--- config.mk ---
export PLATFORM = sky130hd
export DESIGN_NAME = ex_operand_source_ctrl
export DESIGN_NICKNAME = d
export VERILOG_FILES = /design/src/rtl/ex_ctrl_pkg.sv /design/src/rtl/ex_operand_source_ctrl_fwd_match.sv /design/src/rtl/ex_operand_source_ctrl.sv
export SDC_FILE = /design/constraint.sdc
export NUM_CORES = 1
export LEC_CHECK = 0
export CORE_ASPECT_RATIO = 1.25
export CORE_MARGIN = 2
export CORE_UTILIZATION = 45
export DETAILED_ROUTE_END_ITERATION = 10
export PLACE_DENSITY = 0.86
export SLEW_MARGIN = 20
export SYNTH_ARGS = -nofsm -noshare
export SYNTH_HDL_FRONTEND = slang
export SYNTH_HIERARCHICAL = 1
export SYNTH_SLANG_ARGS = --single-unit
--- constraint.sdc ---
create_clock -name clk -period 2.65 [get_ports clk]
set_input_delay 0.265 -clock clk [delete_from_list [all_inputs] [get_ports clk]]
set_output_delay 0.265 -clock clk [all_outputs]
set_load 0.005 [all_outputs]
--- src/rtl/ex_ctrl_pkg.sv ---
// Shared types and constants for the execute-stage operand source controller.
// Holds select encodings, the per-stage shadow record and small hazard helpers.
package ex_ctrl_pkg;

  localparam int EX_REG_ADDR_W = 5;
  localparam int EX_SEL_W      = 2;

  typedef enum logic [1:0] {
    SEL_REG  = 2'b00,
    SEL_PC   = 2'b01,
    SEL_ZERO = 2'b10
  } alu_in1_sel_e;

  typedef enum logic [1:0] {
    FWD_RF    = 2'b00,
    FWD_EXMEM = 2'b01,
    FWD_MEMWB = 2'b10
  } fwd_sel_e;

  typedef struct packed {
    logic                     valid;
    logic [EX_REG_ADDR_W-1:0] rd;
    logic                     reg_write;
    logic                     mem_read;
  } stage_shadow_t;

  localparam logic [EX_REG_ADDR_W-1:0] REG_X0 = '0;

  function automatic stage_shadow_t shadow_bubble();
    stage_shadow_t s;
    s.valid     = 1'b0;
    s.rd        = REG_X0;
    s.reg_write = 1'b0;
    s.mem_read  = 1'b0;
    return s;
  endfunction

  // A stage can supply a source only if it really writes a non-x0 register.
  function automatic logic shadow_supplies(input logic                     valid,
                                           input logic                     reg_write,
                                           input logic [EX_REG_ADDR_W-1:0] rd,
                                           input logic                     used,
                                           input logic [EX_REG_ADDR_W-1:0] src);
    return valid && reg_write && (rd != REG_X0) && used && (rd == src);
  endfunction

  function automatic alu_in1_sel_e pick_in1(input logic use_pc, input logic use_zero);
    alu_in1_sel_e sel;
    sel = SEL_REG;
    if (use_pc) begin
      sel = SEL_PC;
    end else if (use_zero) begin
      sel = SEL_ZERO;
    end
    return sel;
  endfunction

endpackage

--- src/rtl/ex_operand_source_ctrl_fwd_match.sv ---
// Forwarding source decision for one ALU operand against the EX and MEM shadows.
// The younger (EX) producer takes precedence over the older (MEM) one.
module fwd_match
  import ex_ctrl_pkg::*;
#(
  parameter int REG_ADDR_W = EX_REG_ADDR_W,
  parameter int SEL_W      = EX_SEL_W
) (
  input  logic [REG_ADDR_W-1:0] i_src,
  input  logic                  i_used,
  input  logic                  i_ex_valid,
  input  logic [REG_ADDR_W-1:0] i_ex_rd,
  input  logic                  i_ex_reg_write,
  input  logic                  i_mem_valid,
  input  logic [REG_ADDR_W-1:0] i_mem_rd,
  input  logic                  i_mem_reg_write,
  output logic [SEL_W-1:0]      o_sel
);

  fwd_sel_e w_sel;
  logic     w_ex_hit;
  logic     w_mem_hit;

  always_comb begin
    w_ex_hit  = shadow_supplies(i_ex_valid, i_ex_reg_write, i_ex_rd, i_used, i_src);
    w_mem_hit = shadow_supplies(i_mem_valid, i_mem_reg_write, i_mem_rd, i_used, i_src);
    w_sel     = FWD_RF;
    if (w_ex_hit) begin
      w_sel = FWD_EXMEM;
    end else if (w_mem_hit) begin
      w_sel = FWD_MEMWB;
    end
  end

  assign o_sel = SEL_W'(w_sel);

endmodule

--- src/rtl/ex_operand_source_ctrl.sv ---
// ALU operand source / forwarding select generator with load-use stall detection.
// Optional macro STALL_PERF_COUNTER_EN adds a 32-bit stall_count output.
module ex_operand_source_ctrl
  import ex_ctrl_pkg::*;
#(
  parameter int REG_ADDR_W = EX_REG_ADDR_W,
  parameter int SEL_W      = EX_SEL_W
) (
  input  logic                  clk,
  input  logic                  reset,
  input  logic                  id_valid,
  input  logic [REG_ADDR_W-1:0] id_rs1,
  input  logic [REG_ADDR_W-1:0] id_rs2,
  input  logic                  id_rs1_used,
  input  logic                  id_rs2_used,
  input  logic                  id_use_pc,
  input  logic                  id_use_zero,
  input  logic [REG_ADDR_W-1:0] id_rd,
  input  logic                  id_reg_write,
  input  logic                  id_mem_read,
  input  logic                  flush,
  output logic                  stall,
  output logic [SEL_W-1:0]      input1_select,
  output logic [SEL_W-1:0]      fwd_a_select,
  output logic [SEL_W-1:0]      fwd_b_select,
`ifdef STALL_PERF_COUNTER_EN
  output logic [31:0]           stall_count,
`endif
  output logic                  ex_valid
);

  stage_shadow_t          r_ex;
  stage_shadow_t          r_mem;
  stage_shadow_t          r_wb;
  stage_shadow_t          w_ex_next;
  logic [SEL_W-1:0]       r_input1_select;
  logic [SEL_W-1:0]       r_fwd_a_select;
  logic [SEL_W-1:0]       r_fwd_b_select;
  logic [SEL_W-1:0]       w_fwd_a;
  logic [SEL_W-1:0]       w_fwd_b;
  logic [SEL_W-1:0]       w_in1;
  logic                   w_load_dep;
  logic                   w_stall;
  logic                   w_advance;

  // Load in EX whose result the ID instruction needs: hold ID for one cycle.
  always_comb begin
    w_load_dep = ((id_rs1_used && (id_rs1 == r_ex.rd)) ||
                  (id_rs2_used && (id_rs2 == r_ex.rd)));
    w_stall    = !flush && id_valid && r_ex.valid && r_ex.mem_read &&
                 (r_ex.rd != REG_X0) && w_load_dep;
    w_advance  = id_valid && !w_stall && !flush;
  end

  always_comb begin
    w_ex_next = shadow_bubble();
    if (w_advance) begin
      w_ex_next.valid     = 1'b1;
      w_ex_next.rd        = id_rd;
      w_ex_next.reg_write = id_reg_write;
      w_ex_next.mem_read  = id_mem_read;
    end
  end

  assign w_in1 = SEL_W'(pick_in1(id_use_pc, id_use_zero));

  fwd_match #(.REG_ADDR_W(REG_ADDR_W), .SEL_W(SEL_W)) u_fwd_a (
    .i_src          (id_rs1),
    .i_used         (id_rs1_used),
    .i_ex_valid     (r_ex.valid),
    .i_ex_rd        (r_ex.rd),
    .i_ex_reg_write (r_ex.reg_write),
    .i_mem_valid    (r_mem.valid),
    .i_mem_rd       (r_mem.rd),
    .i_mem_reg_write(r_mem.reg_write),
    .o_sel          (w_fwd_a)
  );

  fwd_match #(.REG_ADDR_W(REG_ADDR_W), .SEL_W(SEL_W)) u_fwd_b (
    .i_src          (id_rs2),
    .i_used         (id_rs2_used),
    .i_ex_valid     (r_ex.valid),
    .i_ex_rd        (r_ex.rd),
    .i_ex_reg_write (r_ex.reg_write),
    .i_mem_valid    (r_mem.valid),
    .i_mem_rd       (r_mem.rd),
    .i_mem_reg_write(r_mem.reg_write),
    .o_sel          (w_fwd_b)
  );

  // Selects are captured with the instruction so they hold for its whole EX cycle.
  always_ff @(posedge clk) begin
    if (reset) begin
      r_ex            <= shadow_bubble();
      r_mem           <= shadow_bubble();
      r_wb            <= shadow_bubble();
      r_input1_select <= '0;
      r_fwd_a_select  <= '0;
      r_fwd_b_select  <= '0;
    end else begin
      r_wb  <= r_mem;
      r_mem <= r_ex;
      r_ex  <= w_ex_next;
      if (w_advance) begin
        r_input1_select <= w_in1;
        r_fwd_a_select  <= w_fwd_a;
        r_fwd_b_select  <= w_fwd_b;
      end else begin
        r_input1_select <= '0;
        r_fwd_a_select  <= '0;
        r_fwd_b_select  <= '0;
      end
    end
  end

`ifdef STALL_PERF_COUNTER_EN
  logic [31:0] r_stall_count;

  // w_stall is already masked by flush, so redirect cycles never count.
  always_ff @(posedge clk) begin
    if (reset) begin
      r_stall_count <= '0;
    end else if (w_stall) begin
      r_stall_count <= r_stall_count + 32'd1;
    end
  end

  assign stall_count = r_stall_count;
`endif

  assign stall         = w_stall;
  assign input1_select = r_input1_select;
  assign fwd_a_select  = r_fwd_a_select;
  assign fwd_b_select  = r_fwd_b_select;
  assign ex_valid      = r_ex.valid;

endmodule

==> results.yml, run 1 <==
detailed_routing:
  drt_wl_total_mm: 2.79
  detailedRoute.firstIterationViolations: 39
  routed_via_density: 5.33
  detail_route.first_pass.iterations: 4
  route.detailed.drc: 0
  vias: 1034
  routedWlPerCell_um: 14.4
  ant_nets: 0
yosys:
  number_of_enable_flip_flop_cells_after_synthesis: 0
  synth_area_leaders: "dfxtp_1 (36%), xnor2_1 (17%), a211oi_1 (7.8%)"
  synth_commonest_cells: "xnor2_1 (22), dfxtp_1 (21), inv_1 (17), a211oi_1 (12), nor2b_1 (8)"
  yosys.cell_types.count: 26
  synthesis.area_um2: 1160
  synthArstFlopShare: 0
  syn_nets: 153
  syn_avg_cell_area_um2: 9.08
  yosysTopAreaCell: "dfxtp_1"
  dominant_synthesized_flop_cell: "dfxtp_1"
  yosys.cell_count.top_type: "xnor2_1"
  yosysTopAreaCellShare: 0.362
  ys_seq_elements: 21
  synthesis.instances: 128
  synthesis.yosys.warnings: 6
  synth_sequential_area_ratio: 0.362
power:
  post_route_total_power_mw: 0.584
  ir_drop_mv: 0.358
  power.net_switching_mw: 0.144
  static_leak_nw: 0.506
  pwr-share-clk: 0.253
  netSwitchingFraction: 0.247
  internal_dissipation_mw: 0.440
  power.combinational.fraction: 0.178
  pwr_density_cell_nw_per_um2: 381
  pwr-share-seq: 0.569
worst_setup_path:
  startpoint_type: "register"
  critical_path.cell_chain: "xnor2_1 -> nand4_1 -> o22ai_4 -> and2_1 -> clkdlybuf4s50_1"
  worst_ep_arrival_time_ps: 2130
  worst-endpoint-required_ps: 2380
  max_stage_delay_ps: 620
  crit_slowest_cell: "dfxtp_1"
  critical_path.max_fanout: 8
  ff2ff_path_depth: 5
  critical_path.endpoint_type: "output pin"
  setup.worst_path.class: "register to output pin"
flow_run:
  drv_cap: 0
cells_and_area:
  final-seq-area_um2: 420
  postLayoutCellArea_um2: 1530
  drive_above_1_share: 0.0932
  multiInputGateArea_um2: 643
  area_delta_synth_final_pct: 31.8
  fin_nets: 187
  antennaDiodeCount: 0
  final_cells: 194
  layout.filler_cells: 219
clock_network:
  cts.hold.buffers_added: 0
  clk_latency_ps: 290
  post_cts_resized: 0
  ctsHtreeMaxLevel: 1
  cts_num_sinks: 21
  cts_root_buf: "clkbuf_4"
  cts-buffers-inserted: 3
  clk_pin_slew_ps: 110
  tritoncts_clock_tree: "done"
  cts.path.max_buffers: 2
  cts_setup_buffers: 0
outcome:
  outcome: "finished, final reports clean"
placement:
  place_inst: 190
  quantity_of_i_o_buffers_inserted_on_ports: 32
  routabilityCongestion: 0.878
  placed_cell_area_um2: 1500
  detailed_placement_hpwl_mm: 2.12
timing:
  maximum_frequency_from_static_timing_analysis_ghz: 0.418
  setup_viol: 0
  finalSetupTns_ps: 0
  rsz0062_at_grt: "false"
  finalWorstPathRequiredPeriod_ps: 2390
  tightest_pin_transition_ps: 537
  final.period_utilization: 0.902
  final_hold_viol_count: 0
  final-max-slew-violation-count: 0
  relSlewSlack: 0.642
  finalClockSkew_ps: 3.49
global_route:
  maximum_number_of_pins_on_one_net_before_global_route_repair: 15
  grt.total_usage: 0.192
  grt_pass1_wl_mm: 4.48
  vias_in_the_first_global_route: 1038
  grt_antenna_before_repair: 0
  grt_overflow: 0
die:
  io-pin-count: 33
  fp-row-count: 20
  die-width_um: 49.5
  fp.dieArea_um2: 3010
  core_region_area_um2: 2450
  chip_height_um: 60.8
  initial_utilization: 0.474
hold_path:
  holdPathStages: 3
  hold_class: "input pin to register"
## through the flow
step / util / setup slack, ps / hold WS (ps)
after detailed placement: 0.613 / 359 / 487
after CTS: 0.624 / 228 / 467
after floorplan: - / 1050 / 334
final: 0.624 / 259 / 477
after global routing: 0.624 / 114 / 465
after global placement: 0.613 / 415 / 484
## logic make-up after synthesis
| group | Yosys count | synth area share |
|---|---|---|
| AND/OR/NAND/NOR | 39 | 0.188 |
| flip-flops | 21 | 0.362 |
| XOR/XNOR | 22 | 0.166 |
| AO/OA/AOI/OAI | 24 | 0.199 |
| buffers and inverters | 22 | 0.0850 |
## layout by cell type (no fill, tap or decap), drive strengths merged
cell           Yosys  layout
a21oi              2       2
a2111oi            1       1
xnor2             22      22
nor4               4       4
o221ai             2       2
nand3              7       7
o41ai              2       2
nand4              4       4
and2               1       1
inv               17      17
clkinv             0       1
o22ai              1       1
nand2              4       4
dfxtp             21      21
nor2b              8       8
nor2               7       7
nor3               1       1
clkbuf             1       3
a211oi            14      14
buf                4       2
nand2b             3       3
a221oi             2       2
clkdlybuf4s50      0      32
## per-layer routing
layer / vias to the layer above / wire [um] / GRT usage
met4: 0 / 44 / 0.0833
met3: 4 / 162 / 0.0197
met2: 49 / 1500 / 0.376
li1: 506 / - / -
met5: - / 0 / 0
met1: 475 / 1080 / 0.213
## power by group through the flow
stage | combinational [mW] | sequential, mW | clock, mW
floorplan | 0.0496 | 0.336 | 0
global placement | 0.0996 | 0.339 | 0
detailed placement | 0.103 | 0.340 | 0
CTS | 0.104 | 0.332 | 0.153
global route | 0.112 | 0.333 | 0.169
finish | 0.104 | 0.332 | 0.148
## path summary, 6_finish.rpt
check / start / end / slack, ps
hold / removal: id_rd[4] / r_ex[6] / 480
hold reg to reg: r_ex[1] / r_mem[1] / 510
setup reg to reg: r_ex[4] / fwd_b_select[1] / 960
setup / recovery: r_ex[3] / stall / 260
## sequential cells by signal, summed over array words and instances (netlist names)
name           count
fwd_b_select       2
input1_select      2
fwd_a_select       2
ex_valid           1
r_mem              7
r_ex               7
## area by class of cell
type | instances | share of cell area
well taps | 33 | 0.0270
clock inverters | 1 | 0.00327
clock buffers | 3 | 0.0147
multi-input cells | 85 | 0.420
flip-flops and latches | 21 | 0.275
inverters | 17 | 0.0417
repair buffers | 34 | 0.219
## worst max-delay path: cells and delay by family, from the launching register on
family,cells,cell delay (ps)
compound gates,1,220
flops,1,620
buf+inv,1,500
xor+xnor,1,170
simple gates,2,320
(Power assumes the default switching activity.)
==> run 2: changes to the inputs <==
==> constraint.sdc (replaced) <==
create_clock -name clk -period 2.65 [get_ports clk]
set_input_delay 0.53 -clock clk [delete_from_list [all_inputs] [get_ports clk]]
set_output_delay 0.53 -clock clk [all_outputs]
set_load 0.005 [all_outputs]
==> run 2 against run 1 <==
- cell count is 6.2% higher
- register-to-register slack worse by 120 ps
- sequential power hardly changed
- clock power hardly changed
- critical endpoint unchanged
- highest routed layer unchanged
==> results.yml, run 2 (synthesis results as in run 1) <==
outcome:
  outcome: "finished, final reports clean"
global_route:
  maximum_number_of_pins_on_one_net_before_global_route_repair: 15
  grt.total_usage: 0.214
  grt_overflow: 0
  vias_in_the_first_global_route: 1096
  gr-max-usage-layer: "met2"
  globalRouteMet1Util: 0.240
  grt_antenna_before_repair: 0
  gr-usage-met2: 0.396
  grt.met3_usage: 0.0271
  grt_pass1_wl_mm: 4.86
placement:
  placed_cell_area_um2: 1590
  place_inst: 201
  preCtsSetupSlack_ps: -82.3
  detailed_placement_hpwl_mm: 2.27
  routabilityCongestion: 0.923
  quantity_of_i_o_buffers_inserted_on_ports: 32
worst_setup_path:
  startpoint_type: "input pin"
  critical_path.max_fanout: 2
  critical_path.endpoint_type: "output pin"
  worst_ep_arrival_time_ps: 1890
  worst-endpoint-required_ps: 2120
  setup.worst_path.class: "input pin to output pin"
  timing.reg2reg.setup_slack_ps: 840
cells_and_area:
  fin_nets: 199
  final_cells: 206
  fin_util: 0.659
  postLayoutCellArea_um2: 1620
  layout_commonest_cell: "clkdlybuf4s50_1"
  area_delta_synth_final_pct: 39.0
  drive_above_1_share: 0.162
  layout.cells.most_common_list: "clkdlybuf4s50_1 (25), xnor2_1 (22), dfxtp_1 (21), inv_1 (17), buf_4 (14)"
  antennaDiodeCount: 0
  biggestRegsByFlops: "r_ex x7, r_mem x7"
timing:
  finalSetupTns_ps: 0
  finalWorstPathRequiredPeriod_ps: 2420
  tightest_pin_transition_ps: 534
  setup_viol: 0
  final.period_utilization: 0.915
  final_hold_viol_count: 0
  finalClockSkew_ps: 4.30
  final.hold.worst_slack_ps: 495
  maximum_frequency_from_static_timing_analysis_ghz: 0.413
  relSlewSlack: 0.644
  final-max-slew-violation-count: 0
  fin_ws_ps: 226
  rsz0062_at_grt: "false"
clock_network:
  ctsHtreeMaxLevel: 1
  cts_num_sinks: 21
  tritoncts_clock_tree: "done"
  clk_latency_ps: 300
  cts.path.max_buffers: 2
  cts.hold.buffers_added: 0
  cts_root_buf: "clkbuf_4"
  clk_pin_slew_ps: 110
  cts-buffers-inserted: 3
detailed_routing:
  routedWlPerCell_um: 14.1
  route.detailed.drc: 0
  vias: 1075
  drt_wl_total_mm: 2.90
  ant_nets: 0
  detailedRoute.firstIterationViolations: 38
  detail_route.first_pass.iterations: 5
  routed_via_density: 5.22
power:
  pwr_density_cell_nw_per_um2: 367
  ir_drop_mv: 0.269
  post_route_total_power_mw: 0.592
  static_leak_nw: 0.579
flow_run:
  drv_cap: 0
die:
  core_region_area_um2: 2450
  fp-row-count: 20
  chip_height_um: 60.8
  fp.dieArea_um2: 3010
  io-pin-count: 33
  initial_utilization: 0.474
  die-width_um: 49.5
hold_path:
  hold_class: "register to register"
## run 2: cell count changes in the layout (fill, tap and decap cells not counted), sizes merged
cell	change
buf	+12
clkdlybuf4s50	-7
dlygate4sd2	+7
## run 2: power by group
| group | switching (mW) | total, mW | internal, mW |
|---|---|---|---|
| sequential | 0.0103 | 0.332 | 0.322 |
| combinational | 0.0445 | 0.114 | 0.0691 |
| clock | 0.0905 | 0.147 | 0.0562 |
| total | 0.145 | 0.592 | 0.447 |
## run 2: cell type report
class,count,area (um2)
Clock buffer,3,22.5
Clock inverter,1,5.00
Fill cell,216,837
Inverter,17,63.8
Multi-Input combinational cell,85,646
Sequential cell,21,420
Tap cell,33,41.3
Timing Repair Buffer,46,417
## run 2: what timing repair did
| item | in CTS | in global routing |
|---|---|---|
| gates resized for setup | 8 | 0 |
| endpoints found under the hold margin | 0 | 0 |
| setup endpoints to repair | 1 | 0 |
| buffers inserted | 1 | 0 |
## run 2: worst paths after layout
kind	startpoint	endpoint	cells after the start
worst max-delay path	id_rs1[1]	stall	6
worst max register to register	r_ex[4]	fwd_b_select[1]	6
worst min register to register	r_ex[1]	r_mem[1]	1
worst min-delay path	r_ex[1]	r_mem[1]	1
## run 2: layer usage
layer,part of all wire,vias to the layer above
li1,-,536
met1,0.39,487
met2,0.54,44
met3,0.053,8
met4,0.024,0
met5,0,-
## run 2: critical path, cell delays in order
cell and delay, ps:
clkdlybuf4s50_1 490, xnor2_1 120, nand4_1 160, o22ai_4 200, and2_4 160, dlygate4sd2_1 220
==> run 3: changes to the inputs <==
--- a/config.mk
+++ b/config.mk
@@ -5,12 +5,14 @@
 export SDC_FILE = /design/constraint.sdc
 export NUM_CORES = 1
 export LEC_CHECK = 0
+export CELL_PAD_IN_SITES_DETAIL_PLACEMENT = 2
+export CELL_PAD_IN_SITES_GLOBAL_PLACEMENT = 2
 export CORE_ASPECT_RATIO = 1.25
 export CORE_MARGIN = 2
-export CORE_UTILIZATION = 45
+export CORE_UTILIZATION = 29
 export DETAILED_ROUTE_END_ITERATION = 10
-export PLACE_DENSITY = 0.86
-export SLEW_MARGIN = 20
+export PLACE_DENSITY = 0.92
+export SLEW_MARGIN = 0
 export SYNTH_ARGS = -nofsm -noshare
 export SYNTH_HDL_FRONTEND = slang
 export SYNTH_HIERARCHICAL = 1
==> run 3 against run 2 <==
- routed wire length rose by 25%
- clock skew fell by 0.93 ps
- global-route usage fell by 3.9 points
- register-to-register slack barely moved
- flip-flop and latch count did not move
- worst setup slack got worse by 130 ps
- combinational power barely moved
- final area rose by 4.0%
- cell count rose by 11%
- critical endpoint unchanged
- largest cell class unchanged
==> results.yml, run 3 (synthesis results as in run 1) <==
outcome:
  outcome: "finished, final reports clean"
worst_setup_path:
  crit_slowest_cell: "clkdlybuf4s50_1"
  worst_path_dominant_cell_family: "buffers and inverters"
  setup.worst_path.start: "id_valid"
  critical_path.max_fanout: 2
  worst_ep_arrival_time_ps: 2030
  startpoint_type: "input pin"
  max_stage_delay_ps: 490
  crit_buf_inv: 2
  critical_path.cell_chain: "clkdlybuf4s50_1 -> nor2b_2 -> nand3_1 -> a21oi_2 -> and2_4 -> clkdlybuf4s50_1"
  critPathMostFrequentCell: "clkdlybuf4s50_1"
  rr_startpoint: "r_ex[2]"
  worst-endpoint-required_ps: 2120
  critical_path.endpoint_type: "output pin"
  setup.worst_path.class: "input pin to output pin"
  timing.reg2reg.setup_slack_ps: 830
die:
  fp-row-count: 25
  io-pin-count: 33
  core_region_area_um2: 3820
  fp.dieArea_um2: 4530
  die-width_um: 60.6
  initial_utilization: 0.305
  chip_height_um: 74.8
cells_and_area:
  final_cells: 229
  biggestRegsByFlops: "r_ex x7, r_mem x7"
  antennaDiodeCount: 0
  drive_above_1_share: 0.189
  final-seq-area_um2: 423
  multiInputGateArea_um2: 648
  area_delta_synth_final_pct: 44.6
  layout.filler_cells: 433
  postLayoutCellArea_um2: 1680
  fin_nets: 201
  layout.cells.most_common_list: "xnor2_1 (22), clkdlybuf4s50_1 (22), dfxtp_1 (19), inv_1 (17), buf_4 (16)"
power:
  static_leak_nw: 0.609
  pwr_density_cell_nw_per_um2: 392
  post_route_total_power_mw: 0.658
  ir_drop_mv: 0.264
clock_network:
  ctsHtreeMaxLevel: 1
  cts_root_buf: "clkbuf_8"
  cts_num_sinks: 21
  cts-buffers-inserted: 3
  clk_pin_slew_ps: 80
  clk_latency_ps: 260
  cts.path.max_buffers: 2
  tritoncts_clock_tree: "done"
  cts.hold.buffers_added: 0
placement:
  quantity_of_i_o_buffers_inserted_on_ports: 32
  place_inst: 223
  placed_cell_area_um2: 1620
  routabilityCongestion: 0.785
  preCtsSetupSlack_ps: -193
  detailed_placement_hpwl_mm: 2.91
timing:
  finalClockSkew_ps: 3.37
  final_hold_viol_count: 0
  final-max-slew-violation-count: 0
  finalWorstPathRequiredPeriod_ps: 2560
  tightest_pin_transition_ps: 538
  setup_viol: 0
  maximum_frequency_from_static_timing_analysis_ghz: 0.391
  fin_ws_ps: 92.1
  relSlewSlack: 0.642
  final.period_utilization: 0.965
global_route:
  grt_pass1_wl_mm: 5.85
  grt_overflow: 0
  grt_antenna_before_repair: 0
  vias_in_the_first_global_route: 1284
  grt.total_usage: 0.175
  maximum_number_of_pins_on_one_net_before_global_route_repair: 15
detailed_routing:
  ant_nets: 0
  routedWlPerCell_um: 15.8
  routed_via_density: 4.84
  drt_wl_total_mm: 3.62
  vias: 1108
  detailedRoute.firstIterationViolations: 12
  route.detailed.drc: 0
  detail_route.first_pass.iterations: 3
hold_path:
  hp-start: "r_ex[1]"
  hold_class: "register to register"
flow_run:
  drv_cap: 0
-- run 3: layer usage --
metal,GRT usage,vias up,share of wire
met5,0,-,0
met4,0.0676,0,0.016
met3,0.0189,6,0.034
met2,0.342,30,0.57
met1,0.186,539,0.38
li1,-,533,-
-- run 3: final cells by class --
cell class | count | area share
tap | 54 | 0.0402
sequential | 21 | 0.252
inverter | 17 | 0.0380
clock inverter | 1 | 0.00298
timing repair buffer | 48 | 0.257
multi-input combinational | 85 | 0.386
clock buffer | 3 | 0.0246
-- run 3: what timing repair did --
| action | 4_1_cts | 5_1_grt |
|---|---|---|
| setup endpoints to repair | 1 | 1 |
| setup buffers | 1 | 1 |
| pin swaps | 5 | 2 |
| cloned | 0 | 0 |
| resized for setup | 10 | 4 |
-- run 3: worst paths after layout --
kind,cells after the start,end
worst min-delay path,1,r_mem[1]
worst max register to register,6,fwd_b_select[1]
worst max-delay path,6,stall
worst min register to register,1,r_mem[1]
-- run 3: through the flow --
stage | setup TNS [ps] | hold slack (ps) | util
after global placement | -145 | 484 | 0.425
after detailed placement | -193 | 515 | 0.425
after floorplan | 0 | 457 | -
after CTS | 0 | 528 | 0.436
final | 0 | 518 | 0.440
after global routing | -11.5 | 557 | 0.440
-- run 3: power breakdown --
| group | internal (mW) | switching (mW) | total [mW] |
|---|---|---|---|
| sequential | 0.322 | 0.0104 | 0.332 |
| clock | 0.105 | 0.106 | 0.211 |
| combinational | 0.0680 | 0.0478 | 0.116 |
| total | 0.494 | 0.164 | 0.658 |
